[src/rtl/ctrl_pkg.sv]
// Shared constants and fault-cause encoding for the step/direction readback path.
package ctrl_pkg;

    localparam int AXES  = 6;
    localparam int POS_W = 12;

    typedef enum logic [1:0] {
        FC_NONE  = 2'b00,
        FC_UNPWR = 2'b01,
        FC_SETUP = 2'b10,
        FC_OVR   = 2'b11
    } fault_cause_t;

    // Resolve simultaneous faults on one axis: unpowered > DR setup > overrange.
    function automatic fault_cause_t cause_pick(input logic unpwr,
                                                input logic setup,
                                                input logic ovr);
        if (unpwr) return FC_UNPWR;
        if (setup) return FC_SETUP;
        if (ovr)   return FC_OVR;
        return FC_NONE;
    endfunction

endpackage

[src/rtl/step_axis.sv]
// One stepper channel: PU edge detect, Stop synchronizer, saturating position,
// DR stability counter, idle counter and first-cause fault latch.
module step_axis #(
    parameter int POS_W    = 12,
    parameter int DR_SETUP = 2,
    parameter int IDLE_CYC = 1000
) (
    input  logic                    i_clk,
    input  logic                    i_rst,
    input  logic                    i_pu,
    input  logic                    i_dr,
    input  logic                    i_mf,
    input  logic                    i_stop,
    input  logic                    i_clear,
    output logic signed [POS_W-1:0] o_pos,
    output logic [1:0]              o_cause,
    output logic                    o_homed,
    output logic                    o_fault,
    output logic                    o_moving
);
    import ctrl_pkg::*;

    localparam int DW = $clog2(DR_SETUP + 1);
    localparam int IW = $clog2(IDLE_CYC + 1);
    localparam logic [DW-1:0]           DR_MAX  = DW'(DR_SETUP);
    localparam logic [IW-1:0]           IDLE_LD = IW'(IDLE_CYC);
    localparam logic signed [POS_W-1:0] POS_MAX = {1'b0, {(POS_W-1){1'b1}}};
    localparam logic signed [POS_W-1:0] POS_MIN = {1'b1, {(POS_W-1){1'b0}}};
    localparam logic signed [POS_W-1:0] POS_ONE = POS_W'(1);

    logic                    r_pu1, r_pu2, r_dr1, r_mf1;
    logic                    r_stop1, r_stop2;
    logic [DW-1:0]           r_dr_cnt;
    logic [IW-1:0]           r_idle;
    logic signed [POS_W-1:0] r_pos;
    logic                    r_homed;
    fault_cause_t            r_cause;

    logic                    w_step, w_home, w_act, w_setup, w_ovr;
    fault_cause_t            w_new_cause;

    // Input staging; PU history resets high so a PU held across reset is not a new edge.
    always_ff @(posedge i_clk or posedge i_rst) begin
        if (i_rst) begin
            r_pu1 <= 1'b1;
            r_pu2 <= 1'b1;
            r_dr1 <= 1'b0;
            r_mf1 <= 1'b0;
        end else begin
            r_pu1 <= i_pu;
            r_pu2 <= r_pu1;
            r_dr1 <= i_dr;
            r_mf1 <= i_mf;
        end
    end

    // Two-flop synchronizer for the asynchronous limit sensor.
    always_ff @(posedge i_clk or posedge i_rst) begin
        if (i_rst) begin
            r_stop1 <= 1'b0;
            r_stop2 <= 1'b0;
        end else begin
            r_stop1 <= i_stop;
            r_stop2 <= r_stop1;
        end
    end

    // Step qualification and fault classification for this cycle.
    always_comb begin
        w_step      = r_pu1 & ~r_pu2;
        w_home      = r_stop2;
        w_act       = w_step & ~w_home;
        w_setup     = (r_dr_cnt < DR_MAX);
        w_ovr       = r_dr1 ? (r_pos == POS_MAX) : (r_pos == POS_MIN);
        w_new_cause = FC_NONE;
        if (w_act) begin
            w_new_cause = cause_pick(~r_mf1, w_setup, w_ovr);
        end
    end

    // DR stability counter: restarts whenever the staged direction changes.
    always_ff @(posedge i_clk or posedge i_rst) begin
        if (i_rst) begin
            r_dr_cnt <= '0;
        end else if (i_dr != r_dr1) begin
            r_dr_cnt <= '0;
        end else if (r_dr_cnt < DR_MAX) begin
            r_dr_cnt <= r_dr_cnt + DW'(1);
        end
    end

    // Position counter: homing overrides steps; unpowered or overrange steps do not move.
    always_ff @(posedge i_clk or posedge i_rst) begin
        if (i_rst) begin
            r_pos   <= '0;
            r_homed <= 1'b0;
        end else if (w_home) begin
            r_pos   <= '0;
            r_homed <= 1'b1;
        end else if (w_act && r_mf1 && !w_ovr) begin
            r_pos <= r_dr1 ? (r_pos + POS_ONE) : (r_pos - POS_ONE);
        end
    end

    // First fault cause latches; a fault coincident with Clear is kept.
    always_ff @(posedge i_clk or posedge i_rst) begin
        if (i_rst) begin
            r_cause <= FC_NONE;
        end else if ((w_new_cause != FC_NONE) && ((r_cause == FC_NONE) || i_clear)) begin
            r_cause <= w_new_cause;
        end else if (i_clear) begin
            r_cause <= FC_NONE;
        end
    end

    // Idle counter: reloaded on every accepted step, drains to zero.
    always_ff @(posedge i_clk or posedge i_rst) begin
        if (i_rst) begin
            r_idle <= '0;
        end else if (w_act) begin
            r_idle <= IDLE_LD;
        end else if (r_idle != '0) begin
            r_idle <= r_idle - IW'(1);
        end
    end

    assign o_pos    = r_pos;
    assign o_cause  = r_cause;
    assign o_homed  = r_homed;
    assign o_fault  = (r_cause != FC_NONE);
    assign o_moving = (r_idle != '0);

endmodule

[src/rtl/step_monitor.sv]
// Step/direction receiver: AXES channel decoders plus registered Sel readback.
module step_monitor #(
    parameter int AXES     = ctrl_pkg::AXES,
    parameter int POS_W    = ctrl_pkg::POS_W,
    parameter int DR_SETUP = 2,
    parameter int IDLE_CYC = 1000
) (
    input  logic                    sysclk,
    input  logic                    Reset,
    input  logic [AXES-1:0]         PU,
    input  logic [AXES-1:0]         DR,
    input  logic [AXES-1:0]         MF,
    input  logic [AXES-1:0]         Stop,
    input  logic                    Clear,
    input  logic [2:0]              Sel,
    output logic signed [POS_W-1:0] PosOut,
    output logic [1:0]              CauseOut,
    output logic [AXES-1:0]         Homed,
    output logic [AXES-1:0]         Fault,
    output logic [AXES-1:0]         Moving
);
    import ctrl_pkg::*;

    logic signed [POS_W-1:0] w_pos   [AXES];
    logic [1:0]              w_cause [AXES];

    for (genvar g = 0; g < AXES; g++) begin : g_axis
        step_axis #(
            .POS_W    (POS_W),
            .DR_SETUP (DR_SETUP),
            .IDLE_CYC (IDLE_CYC)
        ) u_axis (
            .i_clk    (sysclk),
            .i_rst    (Reset),
            .i_pu     (PU[g]),
            .i_dr     (DR[g]),
            .i_mf     (MF[g]),
            .i_stop   (Stop[g]),
            .i_clear  (Clear),
            .o_pos    (w_pos[g]),
            .o_cause  (w_cause[g]),
            .o_homed  (Homed[g]),
            .o_fault  (Fault[g]),
            .o_moving (Moving[g])
        );
    end

    // Registered readback of the selected axis; unused select codes read as zero.
    always_ff @(posedge sysclk or posedge Reset) begin
        if (Reset) begin
            PosOut   <= '0;
            CauseOut <= FC_NONE;
        end else if (int'(Sel) < AXES) begin
            PosOut   <= w_pos[Sel];
            CauseOut <= w_cause[Sel];
        end else begin
            PosOut   <= '0;
            CauseOut <= FC_NONE;
        end
    end

endmodule
[config.mk]
export PLATFORM = sky130hd
export DESIGN_NAME = step_monitor
export DESIGN_NICKNAME = d
export VERILOG_FILES = /design/src/rtl/ctrl_pkg.sv /design/src/rtl/step_axis.sv /design/src/rtl/step_monitor.sv
export SDC_FILE = /design/constraint.sdc
export NUM_CORES = 1
export LEC_CHECK = 0
export CORE_MARGIN = 1
export CORE_UTILIZATION = 55
export CTS_CLUSTER_DIAMETER = 40
export CTS_CLUSTER_SIZE = 28
export DETAILED_ROUTE_END_ITERATION = 10
export GPL_TIMING_DRIVEN = 0
export PLACE_DENSITY = 0.86
export SETUP_SLACK_MARGIN = 0.2
export SYNTH_ARGS = -nofsm -noshare
export SYNTH_HDL_FRONTEND = slang
export SYNTH_HIERARCHICAL = 1
export SYNTH_SLANG_ARGS = --single-unit
[constraint.sdc]
create_clock -name sysclk -period 2.3 [get_ports sysclk]
set_input_delay 0.46 -clock sysclk [delete_from_list [all_inputs] [get_ports sysclk]]
set_output_delay 0.46 -clock sysclk [all_outputs]
set_load 0.05 [all_outputs]
==> flow_summary.yaml <==
setup_path:
  r2r-end: "g_axis[5].u_axis/o_pos[11]$_DFFE_PP0P_"
  crit_type: "reg2reg"
  r2r_slack_ns: -0.22
  critPathCaptureType: "flop"
  crit_slowest_cell: "dfrtp_2"
  cp_num_buf_inv: 2
  path_cells: "inv_8, ha_4, and2_4, nand3_4, a2111oi_4, buf_4, nor3_4, mux2i_2, mux2_4"
  r2r_cells: 9
  startpoint_type: "flop"
  cp_top_family: "multiplexers"
  max_stage_delay_ns: 0.50
  r2r-start: "g_axis[5].u_axis/r_dr1$_DFF_PP0_"
  crit_arrival_ns: 2.93
  required_ns: 2.71
  critical_path_peak_fanout: 6
timing:
  finalCritPeriodShare_pct: 110
  setup_slack_ns: -0.223
  rsz0062_at_grt: "yes"
  relSlewSlack_pct: 11.6
  fin_worst_skew_ns: 0.0160
  tns_ns: -3.88
  tightest_slew_ns: 1.32
  setup_viol: 48
  finalHoldViolCount: 0
  fmax_mhz: 396
  slew_violations: 0
  fin_crit_ns: 2.52
die:
  initial_utilization_pct: 56.7
  ios: 62
  die_x_um: 153
  core_area_mm2: 0.0220
  placementRows: 54
  die_y_um: 153
  die-area_mm2: 0.0233
detailed_routing:
  drc: 1
  vias_per_cell: 6.88
  drt-total-wl_um: 45700
  vias: 12500
  firstDrtPassIters: 11
  wl_per_cell_um: 25.2
  drtAntennaViolNets: 0
  drt-initial-drc-count: 1253
place:
  port_buffers: 60
  gp_congestion: 0.916
  dp_hpwl_um: 20500
  post-place-ws_ns: -0.526
logic_synthesis:
  synth_fp_nets: 1365
  syn_inst: 1263
  ys_seq_area_share_pct: 42.6
  yosysUniqueCellTypes: 73
  ys_top_cells_by_area: "dfrtp_1 40%, ha_1 6.6%, mux2i_1 4.3%, xnor2_1 3.9%, a21oi_1 3.0%"
  postSynth.asyncResetShare_pct: 100
  avgSynthCellArea_um2: 9.89
  synth.largest_area_cell: "dfrtp_1"
  synth-main-ff-cell: "dfrtp_1"
  synth_area_mm2: 0.0125
  synth-edff-count: 0
  yosysTopAreaCellShare_pct: 40.1
  synth_seq_cells: 212
  synth.yosys.warnings: 6
cts:
  cts_buffers: 35
  ctsHoldBuffers: 0
  clock_path_buffers: 3
  cts_tree: "done"
  insertion_delay_ns: 0.53
  cts_root_buf: "clkbuf_16"
  cts.sinks: 212
  cts_htree_levels: 2
  clkTransAtPathRegs_ns: 0.06
grt:
  grtUsageTotal_pct: 30.9
  first_global_vias: 11400
  grt_max_degree: 34
  grt_overflow: 0
  antenna_found_initial: 1
  grt_first_pass_wirelength_um: 57700
layout:
  final_common_cell: "dfrtp_1"
  final_cell_mix: "189 x dfrtp_1, 92 x buf_4, 83 x nor2_1"
  post_route_cells_drive_above_1_share_pct: 34.9
  nets: 1610
  fill_cells: 1049
  final_core_util_pct: 81.3
  area_delta_synth_final_pct: 43.3
pwr:
  powerDensity_mw_per_mm2: 768
  power.total_mw: 13.8
  p_leak_nw: 7.49
  ir_drop_mv: 0.603
hold_path:
  holdCritPathClass: "in2reg"
  whs_endpoint: "g_axis[3].u_axis/r_pu1$_DFF_PP1_"
  min_path_cells: 1
  min_from: "PU[3]"
outcome:
  status: "finished with violations"
  violations: "design-rule violations, negative setup slack"
run:
  max-cap-violations: 0
-- sequential cells by signal (all words and copies together), names as in the netlist, 6 cells and up --
register,cells
g_axis.u_axis/r_pu2,6
g_axis.u_axis/r_stop2,6
g_axis.u_axis/r_idle,60
g_axis.u_axis/r_dr_cnt,12
g_axis.u_axis/r_stop1,6
g_axis.u_axis/o_homed,6
g_axis.u_axis/o_cause,12
g_axis.u_axis/r_dr1,6
g_axis.u_axis/o_pos,72
g_axis.u_axis/r_mf1,6
g_axis.u_axis/r_pu1,6
PosOut,12
-- stage by stage --
stage | instance area (µm²) | cells | hold WS [ns]
after global routing | 17900 | 1814 | 0.336
after CTS | 16600 | 1753 | 0.342
after floorplan | 12800 | 1263 | 0.331
after global placement | 13800 | 1603 | 0.332
after detailed placement | 13800 | 1603 | 0.335
final | 17900 | 1815 | 0.339
-- Yosys cell counts (8+ instances only) --
cell type,number
a21o_1,12
inv_1,95
nand2_1,61
nor3_1,32
buf_6,10
nor4_1,11
a211oi_1,8
or3_1,24
o21ai_0,72
nand3b_1,41
o21ai_1,24
xor2_1,31
nand3_1,35
nor2_1,99
ha_1,66
mux2i_1,54
o21a_1,12
dfrtp_1,200
o32a_1,14
xnor2_1,56
o211ai_1,11
and3_1,20
nand2b_1,12
nand4_1,17
a21oi_1,76
dfstp_2,12
-- worst register-to-register path, stage by stage, from the launching register on --
cell       delay, ns
dfrtp_2         0.50
inv_8           0.09
ha_4            0.29
and2_4          0.16
nand3_4         0.10
a2111oi_4       0.42
buf_4           0.22
nor3_4          0.06
mux2i_2         0.24
mux2_4          0.33
-- cells by family (layout without fill, tap and decap cells) --
logic type               count (synthesis)  after routing  share of synthesized area (%)
AO/OA/AOI/OAI                          298            298                           15.8
other                                    0              1                              0
XOR/XNOR                                87             87                           6.10
buffers and inverters                  130            400                           4.83
multiplexers                            56             56                           4.51
AND/OR/NAND/NOR                        408            409                           18.6
flip-flops                             212            212                           42.6
adder cells (fa/ha/maj)                 72             72                           7.57
-- per-layer routing --
layer,vias to the layer above,GRT usage (%),wire (µm)
met5,-,0,0
met4,0,15.6,3800
met3,364,5.35,4290
met2,941,52.9,21900
met1,6088,37.5,15700
li1,5093,-,-
-- area by class of cell --
cell class	count	area (µm²)	share of cell area [%]
diodes	1	2.50	0.0140
clock buffers	40	957	5.35
multi-input cells	922	8270	46.2
clock inverters	23	246	1.38
repair inverters	6	55.1	0.308
well taps	280	350	1.96
flip-flops and latches	212	5330	29.8
inverters	98	403	2.25
repair buffers	201	1960	10.9
plain buffers	32	325	1.82
-- report_power, final --
part	switching (mW)	internal [mW]
Sequential	0.691	4.26
Clock	2.16	3.32
Combinational	1.77	1.56
-- worst max path at each step --
stage                                                start                                      to  slack (ns)  depth (start not counted)
floorplan                 g_axis[0].u_axis/r_dr1$_DFF_PP0_  g_axis[0].u_axis/o_pos[11]$_DFFE_PP0P_        0.10                          9
global placement    g_axis[5].u_axis/r_idle[4]$_DFFE_PP0P_                               Moving[5]       -0.45                          5
detailed placement  g_axis[4].u_axis/r_idle[0]$_DFFE_PP0P_                               Moving[4]       -0.53                          7
CTS                 g_axis[5].u_axis/r_idle[6]$_DFFE_PP0P_                               Moving[5]       -0.24                          5
global route              g_axis[4].u_axis/r_dr1$_DFF_PP0_  g_axis[4].u_axis/o_pos[11]$_DFFE_PP0P_       -0.26                          9
finish                    g_axis[5].u_axis/r_dr1$_DFF_PP0_  g_axis[5].u_axis/o_pos[11]$_DFFE_PP0P_       -0.22                          9
-- repair_timing --
action                                  4_1_cts  5_1_grt
endpoints found under the setup margin      119       97
pin swaps                                    60       62
resized for setup                           279      190
setup buffers                                76       53
gates cloned                                 11        2
No activity file was read; power rests on OpenSTA's default activity.
==> variant 1, RTL diff (same flow settings) <==
`POS_W` is set to 12 in 2 places; all go to 6.
--- a/src/rtl/ctrl_pkg.sv
+++ b/src/rtl/ctrl_pkg.sv
@@ -2,7 +2,7 @@
 package ctrl_pkg;
 
     localparam int AXES  = 6;
-    localparam int POS_W = 12;
+    localparam int POS_W = 6;
 
     typedef enum logic [1:0] {
         FC_NONE  = 2'b00,
--- a/src/rtl/step_axis.sv
+++ b/src/rtl/step_axis.sv
@@ -1,7 +1,7 @@
 // One stepper channel: PU edge detect, Stop synchronizer, saturating position,
 // DR stability counter, idle counter and first-cause fault latch.
 module step_axis #(
-    parameter int POS_W    = 12,
+    parameter int POS_W    = 6,
     parameter int DR_SETUP = 2,
     parameter int IDLE_CYC = 1000
 ) (
Interface: changed (resized PosOut); port bits go from 62 to 56. The function was not compared with the original's and may differ.
==> variant 1 against the original RTL <==
- final area fell by 35%
- cell count fell by 31%
- clock power fell by 46%
- worst setup slack got worse by 0.12 ns
- utilization fell by 8.0 points
- the flow finishes with violations (negative setup slack)
- hold slack improved by 0.011 ns
- routed wire length fell by 53%
- area after synthesis fell by 29%
- largest power group is now registers
- power fell by 27%
- sequential cell count fell by 42
- critical path type unchanged
==> variant 1: results (changes against the original RTL) <==
[status] outcome complete, but fails checks
[status] violated checks negative setup slack
[place] Buffers on Ports 52 [-13%]
[global_routing] global router's overall resource usage 0.263 [-0.0455]
[worst_setup_path] cell family with the largest share of critical-path delay buffers and inverters
[pwr] static leakage 5.04 nW [-33%]
[route] number of DRC markers in iteration 0 489 [-61%]
[route] routed wirelength normalized by instance count 17.4 um [-31%]
[clock_network] maximum buffer depth of the clock tree 2 [-1]
[logic_synthesis] Distinct cells, synth 52 [-29%]
[worst_setup_path] cell with the biggest individual delay on the critical path sky130_fd_sc_hd__dfrtp_1
[global_routing] maximum number of pins on one net before global-route repair 28 [-18%]
[route] post-detailed-route via-to-cell ratio 5.91 [-14%]
[timing] worst path setup slack after routing -0.347 ns [-0.124 ns]
[logic_synthesis] compound-gate portion of the synthesized area 0.144 [-0.0137]
[logic_synthesis] portion of the post-synthesis area used by sequential elements 0.482 [+0.0564]
[timing] Worst Hold Slack 0.350 ns [+0.0108 ns]
[timing] final setup violation count 14 [-71%]
[clock_network] level count of the clock H-tree 4 [+2]
[clock_network] insertion delay to the later sink of the worst-skew pair 0.42 ns [-0.11 ns]
[place] estimated wirelength of the detail-placed design 12.5 mm [-39%]
[pwr] internal power of the cells 6.80 mW [-26%]
[pwr] clock network power consumption 2.94 mW [-46%]
[worst_setup_path] Reg2Reg Depth 17 [+8]
[logic_synthesis] arithmetic-cell share of the synthesized area counting full adders, half adders and majority gates 0.0645 [-0.0113]
[worst_hold_path] Hold Path Stages 0 [-1]
[global_routing] via count of the first global-routing pass 7042 [-38%]
[timing] largest clock skew in the final design 0.00597 ns [-0.0100 ns]
[worst_setup_path] Largest stage delay, worst path 0.42 ns [-0.08 ns]
[worst_hold_path] end point of the most critical hold path g_axis[4].u_axis/r_stop2
[logic_synthesis] fraction of synthesized area in multiplexers 0.0339 [-0.0111]
[global_routing] wire length of the first global-routing pass 34.1 mm [-41%]
## variant 1: cell count changes after synthesis, sizes merged, moves of 24 or more
cell	delta
o21ai	-33
ha	-30
nor2	-33
a21oi	-57
nand2	-34
dfrtp	-42
inv	-25
nand3b	-34
mux2i	-24
xnor2	-43
## variant 1: timing repair
item	CTS	global route
pin swaps	21	18
cloned	0	1
setup endpoints to repair	52	69
setup buffers	62	23
resized for setup	168	72
## variant 1: logic make-up after synthesis
group / count (synthesis)
buffers and inverters: 97
AO/OA/AOI/OAI: 189
adder cells (fa/ha/maj): 42
AND/OR/NAND/NOR: 289
multiplexers: 30
XOR/XNOR: 42
flip-flops: 170
## variant 1: final cells by class
cell class / count / area (sq um) / area share
Inverter: 73 / 282 / 0.0244
Antenna cell: 1 / 2.50 / 0.000217
Sequential cell: 170 / 4290 / 0.371
Buffer: 24 / 195 / 0.0169
Clock buffer: 21 / 470 / 0.0407
Timing Repair Buffer: 138 / 1330 / 0.115
Clock inverter: 11 / 144 / 0.0125
Tap cell: 216 / 270 / 0.0234
Multi-Input combinational cell: 592 / 4570 / 0.396
## variant 1: metal layers
metal | track usage | share of wire | vias to the layer above
li1 | - | - | 3413
met1 | 0.343 | 0.42 | 3671
met2 | 0.435 | 0.51 | 230
met3 | 0.0536 | 0.048 | 48
met4 | 0.101 | 0.022 | 0
met5 | 0 | 0 | -
## variant 1: through the flow
| stage | instances | utilization | TNS [ns] |
|---|---|---|---|
| 5_1_grt | 1246 | 0.732 | -3.99 |
| 6_report | 1246 | 0.732 | -3.06 |
| 3_3_place_gp | 1127 | 0.611 | -2.48 |
| 3_5_place_dp | 1127 | 0.611 | -2.58 |
| 2_1_floorplan | 859 | - | 0 |
| 4_1_cts | 1221 | 0.706 | -2.07 |
==> variant 2, RTL diff (same settings) <==
Without the edit above. Reset style: synchronous (`Reset` and `i_rst`), changed in 7 clocked blocks. Comments in the files are not updated.
--- a/src/rtl/step_axis.sv
+++ b/src/rtl/step_axis.sv
@@ -40,7 +40,7 @@
     fault_cause_t            w_new_cause;
 
     // Input staging; PU history resets high so a PU held across reset is not a new edge.
-    always_ff @(posedge i_clk or posedge i_rst) begin
+    always_ff @(posedge i_clk) begin
         if (i_rst) begin
             r_pu1 <= 1'b1;
             r_pu2 <= 1'b1;
@@ -55,7 +55,7 @@
     end
 
     // Two-flop synchronizer for the asynchronous limit sensor.
-    always_ff @(posedge i_clk or posedge i_rst) begin
+    always_ff @(posedge i_clk) begin
         if (i_rst) begin
             r_stop1 <= 1'b0;
             r_stop2 <= 1'b0;
@@ -79,7 +79,7 @@
     end
 
     // DR stability counter: restarts whenever the staged direction changes.
-    always_ff @(posedge i_clk or posedge i_rst) begin
+    always_ff @(posedge i_clk) begin
         if (i_rst) begin
             r_dr_cnt <= '0;
         end else if (i_dr != r_dr1) begin
@@ -90,7 +90,7 @@
     end
 
     // Position counter: homing overrides steps; unpowered or overrange steps do not move.
-    always_ff @(posedge i_clk or posedge i_rst) begin
+    always_ff @(posedge i_clk) begin
         if (i_rst) begin
             r_pos   <= '0;
             r_homed <= 1'b0;
@@ -103,7 +103,7 @@
     end
 
     // First fault cause latches; a fault coincident with Clear is kept.
-    always_ff @(posedge i_clk or posedge i_rst) begin
+    always_ff @(posedge i_clk) begin
         if (i_rst) begin
             r_cause <= FC_NONE;
         end else if ((w_new_cause != FC_NONE) && ((r_cause == FC_NONE) || i_clear)) begin
@@ -114,7 +114,7 @@
     end
 
     // Idle counter: reloaded on every accepted step, drains to zero.
-    always_ff @(posedge i_clk or posedge i_rst) begin
+    always_ff @(posedge i_clk) begin
         if (i_rst) begin
             r_idle <= '0;
         end else if (w_act) begin
--- a/src/rtl/step_monitor.sv
+++ b/src/rtl/step_monitor.sv
@@ -46,7 +46,7 @@
     end
 
     // Registered readback of the selected axis; unused select codes read as zero.
-    always_ff @(posedge sysclk or posedge Reset) begin
+    always_ff @(posedge sysclk) begin
         if (Reset) begin
             PosOut   <= '0;
             CauseOut <= FC_NONE;
Check against the original RTL: differs if Reset is asserted again (counterexample within 4 cycles, from zero or initial values and one cycle with Reset high); with Reset held inactive, the same outputs for 4 cycles.
==> variant 2 against the original RTL <==
- the run ends with negative setup slack left
- final area shrank 11%
- sequential cell count is the same
- power grew 7.7%
- routed wire length shrank 19%
- worst setup slack gained 0.14 ns
- largest cell class unchanged
- combinational power grew 38%
- via count shrank 7.4%
- area after synthesis shrank 6.0%
- clock skew grew 0.0012 ns
==> variant 2: results (changes against the original RTL) <==
[pwr] static leakage 6.13 nW [-18%]
[worst_setup_path] Largest stage delay, worst path 0.40 ns [-0.10 ns]
[global_routing] maximum number of pins on one net before global-route repair 27 [-21%]
[worst_setup_path] arrival time at the worst endpoint 2.74 ns [-0.19 ns]
[timing] sum of negative setup slack -0.141 ns [+3.74 ns]
[route] DR vias 11600 [-7.4%]
[route] number of iterations in the first detailed-routing pass 5 [-6]
[worst_setup_path] critical path launch point g_axis[2].u_axis/r_dr1
[logic_synthesis] Distinct cells, synth 63 [-14%]
[logic_synthesis] number of nets in the synthesized netlist 1401 [+2.6%]
[logic_synthesis] portion of the post-synthesis area used by sequential elements 0.361 [-0.0646]
[route] Routed WL 37.2 mm [-19%]
[worst_hold_path] Hold Path Origin g_axis[1].u_axis/r_stop1
[status] violated checks negative setup slack
[global_routing] number of antenna violations at the first check in global routing 0 [-1]
[cells_and_area] Inserted Diodes 0 [-1]
[status] outcome complete, but fails checks
[global_routing] via count of the first global-routing pass 10700 [-6.3%]
[timing] final setup violation count 4 [-92%]
[logic_synthesis] leading cell types by total area after synthesis sky130_fd_sc_hd__dfxtp_1 36%, sky130_fd_sc_hd__ha_1 7.7%, sky130_fd_sc_hd__a21oi_1 6.1%, sky130_fd_sc_hd__xnor2_1 4.5%, sky130_fd_sc_hd__nor2_1 3.8%
[timing] worst path setup slack after routing -0.0795 ns [+0.144 ns]
[timing] largest clock skew in the final design 0.0172 ns [+0.00117 ns]
[place] estimated wirelength of the detail-placed design 20.1 mm [-2.1%]
[pwr] Worst IR Drop VDD 850 uV [+41%]
[place] Buffers on Ports 59 [-1.7%]
[logic_synthesis] most frequent cells after synthesis 212 x sky130_fd_sc_hd__dfxtp_1, 143 x sky130_fd_sc_hd__a21oi_1, 119 x sky130_fd_sc_hd__nor2_1
[route] number of DRC markers in iteration 0 1125 [-10%]
[global_routing] global router's overall resource usage 0.295 [-0.0142]
[place] placed standard-cell area 12900 sq um [-6.0%]
[worst_hold_path] worst min-delay path category reg2reg
[cells_and_area] fraction of final layout cells with drive strength greater than 1 0.282 [-0.0675]
[cells_and_area] number of fill cells 1224 [+17%]
## variant 2: cell count changes after synthesis, moves of 18 or more
cell | unedited run | this run
sky130_fd_sc_hd__o21ai_0 | 72 | 31
sky130_fd_sc_hd__nor2_1 | 99 | 119
sky130_fd_sc_hd__nand2_1 | 61 | 109
sky130_fd_sc_hd__o21ai_1 | 24 | 6
sky130_fd_sc_hd__or3_1 | 24 | 4
sky130_fd_sc_hd__inv_1 | 95 | 38
sky130_fd_sc_hd__nand3b_1 | 41 | 16
sky130_fd_sc_hd__dfxtp_1 | 0 | 212
sky130_fd_sc_hd__a21oi_1 | 76 | 143
sky130_fd_sc_hd__mux2i_1 | 54 | 13
sky130_fd_sc_hd__nor2b_1 | 3 | 26
sky130_fd_sc_hd__dfrtp_1 | 200 | 0
## variant 2: cell type report
cell class                      count  area [sq um]  area share
Clock buffer                       43           957      0.0602
Clock inverter                     21           230      0.0145
Multi-Input combinational cell   1012          8410       0.529
Buffer                             32           206      0.0130
Sequential cell                   212          4290       0.270
Timing Repair Buffer              139          1230      0.0774
Inverter                           38           223      0.0140
Tap cell                          275           344      0.0217
## variant 2: power breakdown
| part | switching, mW | internal, mW |
|---|---|---|
| registers | 0.669 | 4.22 |
| logic | 2.33 | 2.27 |
| clock network | 2.04 | 3.27 |
## variant 2: path summary, 6_finish.rpt
check                                                 end  slack, ns  depth (start not counted)
worst max-delay path            g_axis[2].u_axis/o_pos[8]      -0.08                          8
worst min-delay path             g_axis[1].u_axis/r_stop2       0.44                          1
worst max register to register  g_axis[2].u_axis/o_pos[8]      -0.08                          8
worst min register to register   g_axis[1].u_axis/r_stop2       0.44                          1
## variant 2: worst max-delay path, delay by kind of cell, from the launching register on
| kind | cells | cell delay, ns |
|---|---|---|
| AO/OA/AOI/OAI | 2 | 0.70 |
| adder cells (fa/ha/maj) | 1 | 0.35 |
| buffers and inverters | 3 | 0.50 |
| flip-flops | 1 | 0.40 |
| AND/OR/NAND/NOR | 2 | 0.26 |
## variant 2: routing by layer
layer  part of all wire  GRT usage
met1               0.36      0.346
met2               0.48      0.508
met3              0.090     0.0552
met4              0.066      0.161
met5                  0          0
## variant 2: logic make-up (layout without fill, tap and decap cells)
logic type | count (synthesis) | count (layout) | synth area share
adders and majority gates | 78 | 78 | 0.0869
DFF | 212 | 212 | 0.361
muxes | 42 | 42 | 0.0545
AOI/OAI and AO/OA | 330 | 330 | 0.194
xor gates and xnor gates | 95 | 95 | 0.0708
and+or+nand+nor | 466 | 467 | 0.203
buffers and inverters | 70 | 273 | 0.0288
## variant 2: what timing repair did
item                                    in CTS  in global routing
resized for setup                          149                125
cloned                                       0                  5
endpoints found under the setup margin     159                120
setup buffers                               47                 29
pin swaps                                   24                 53
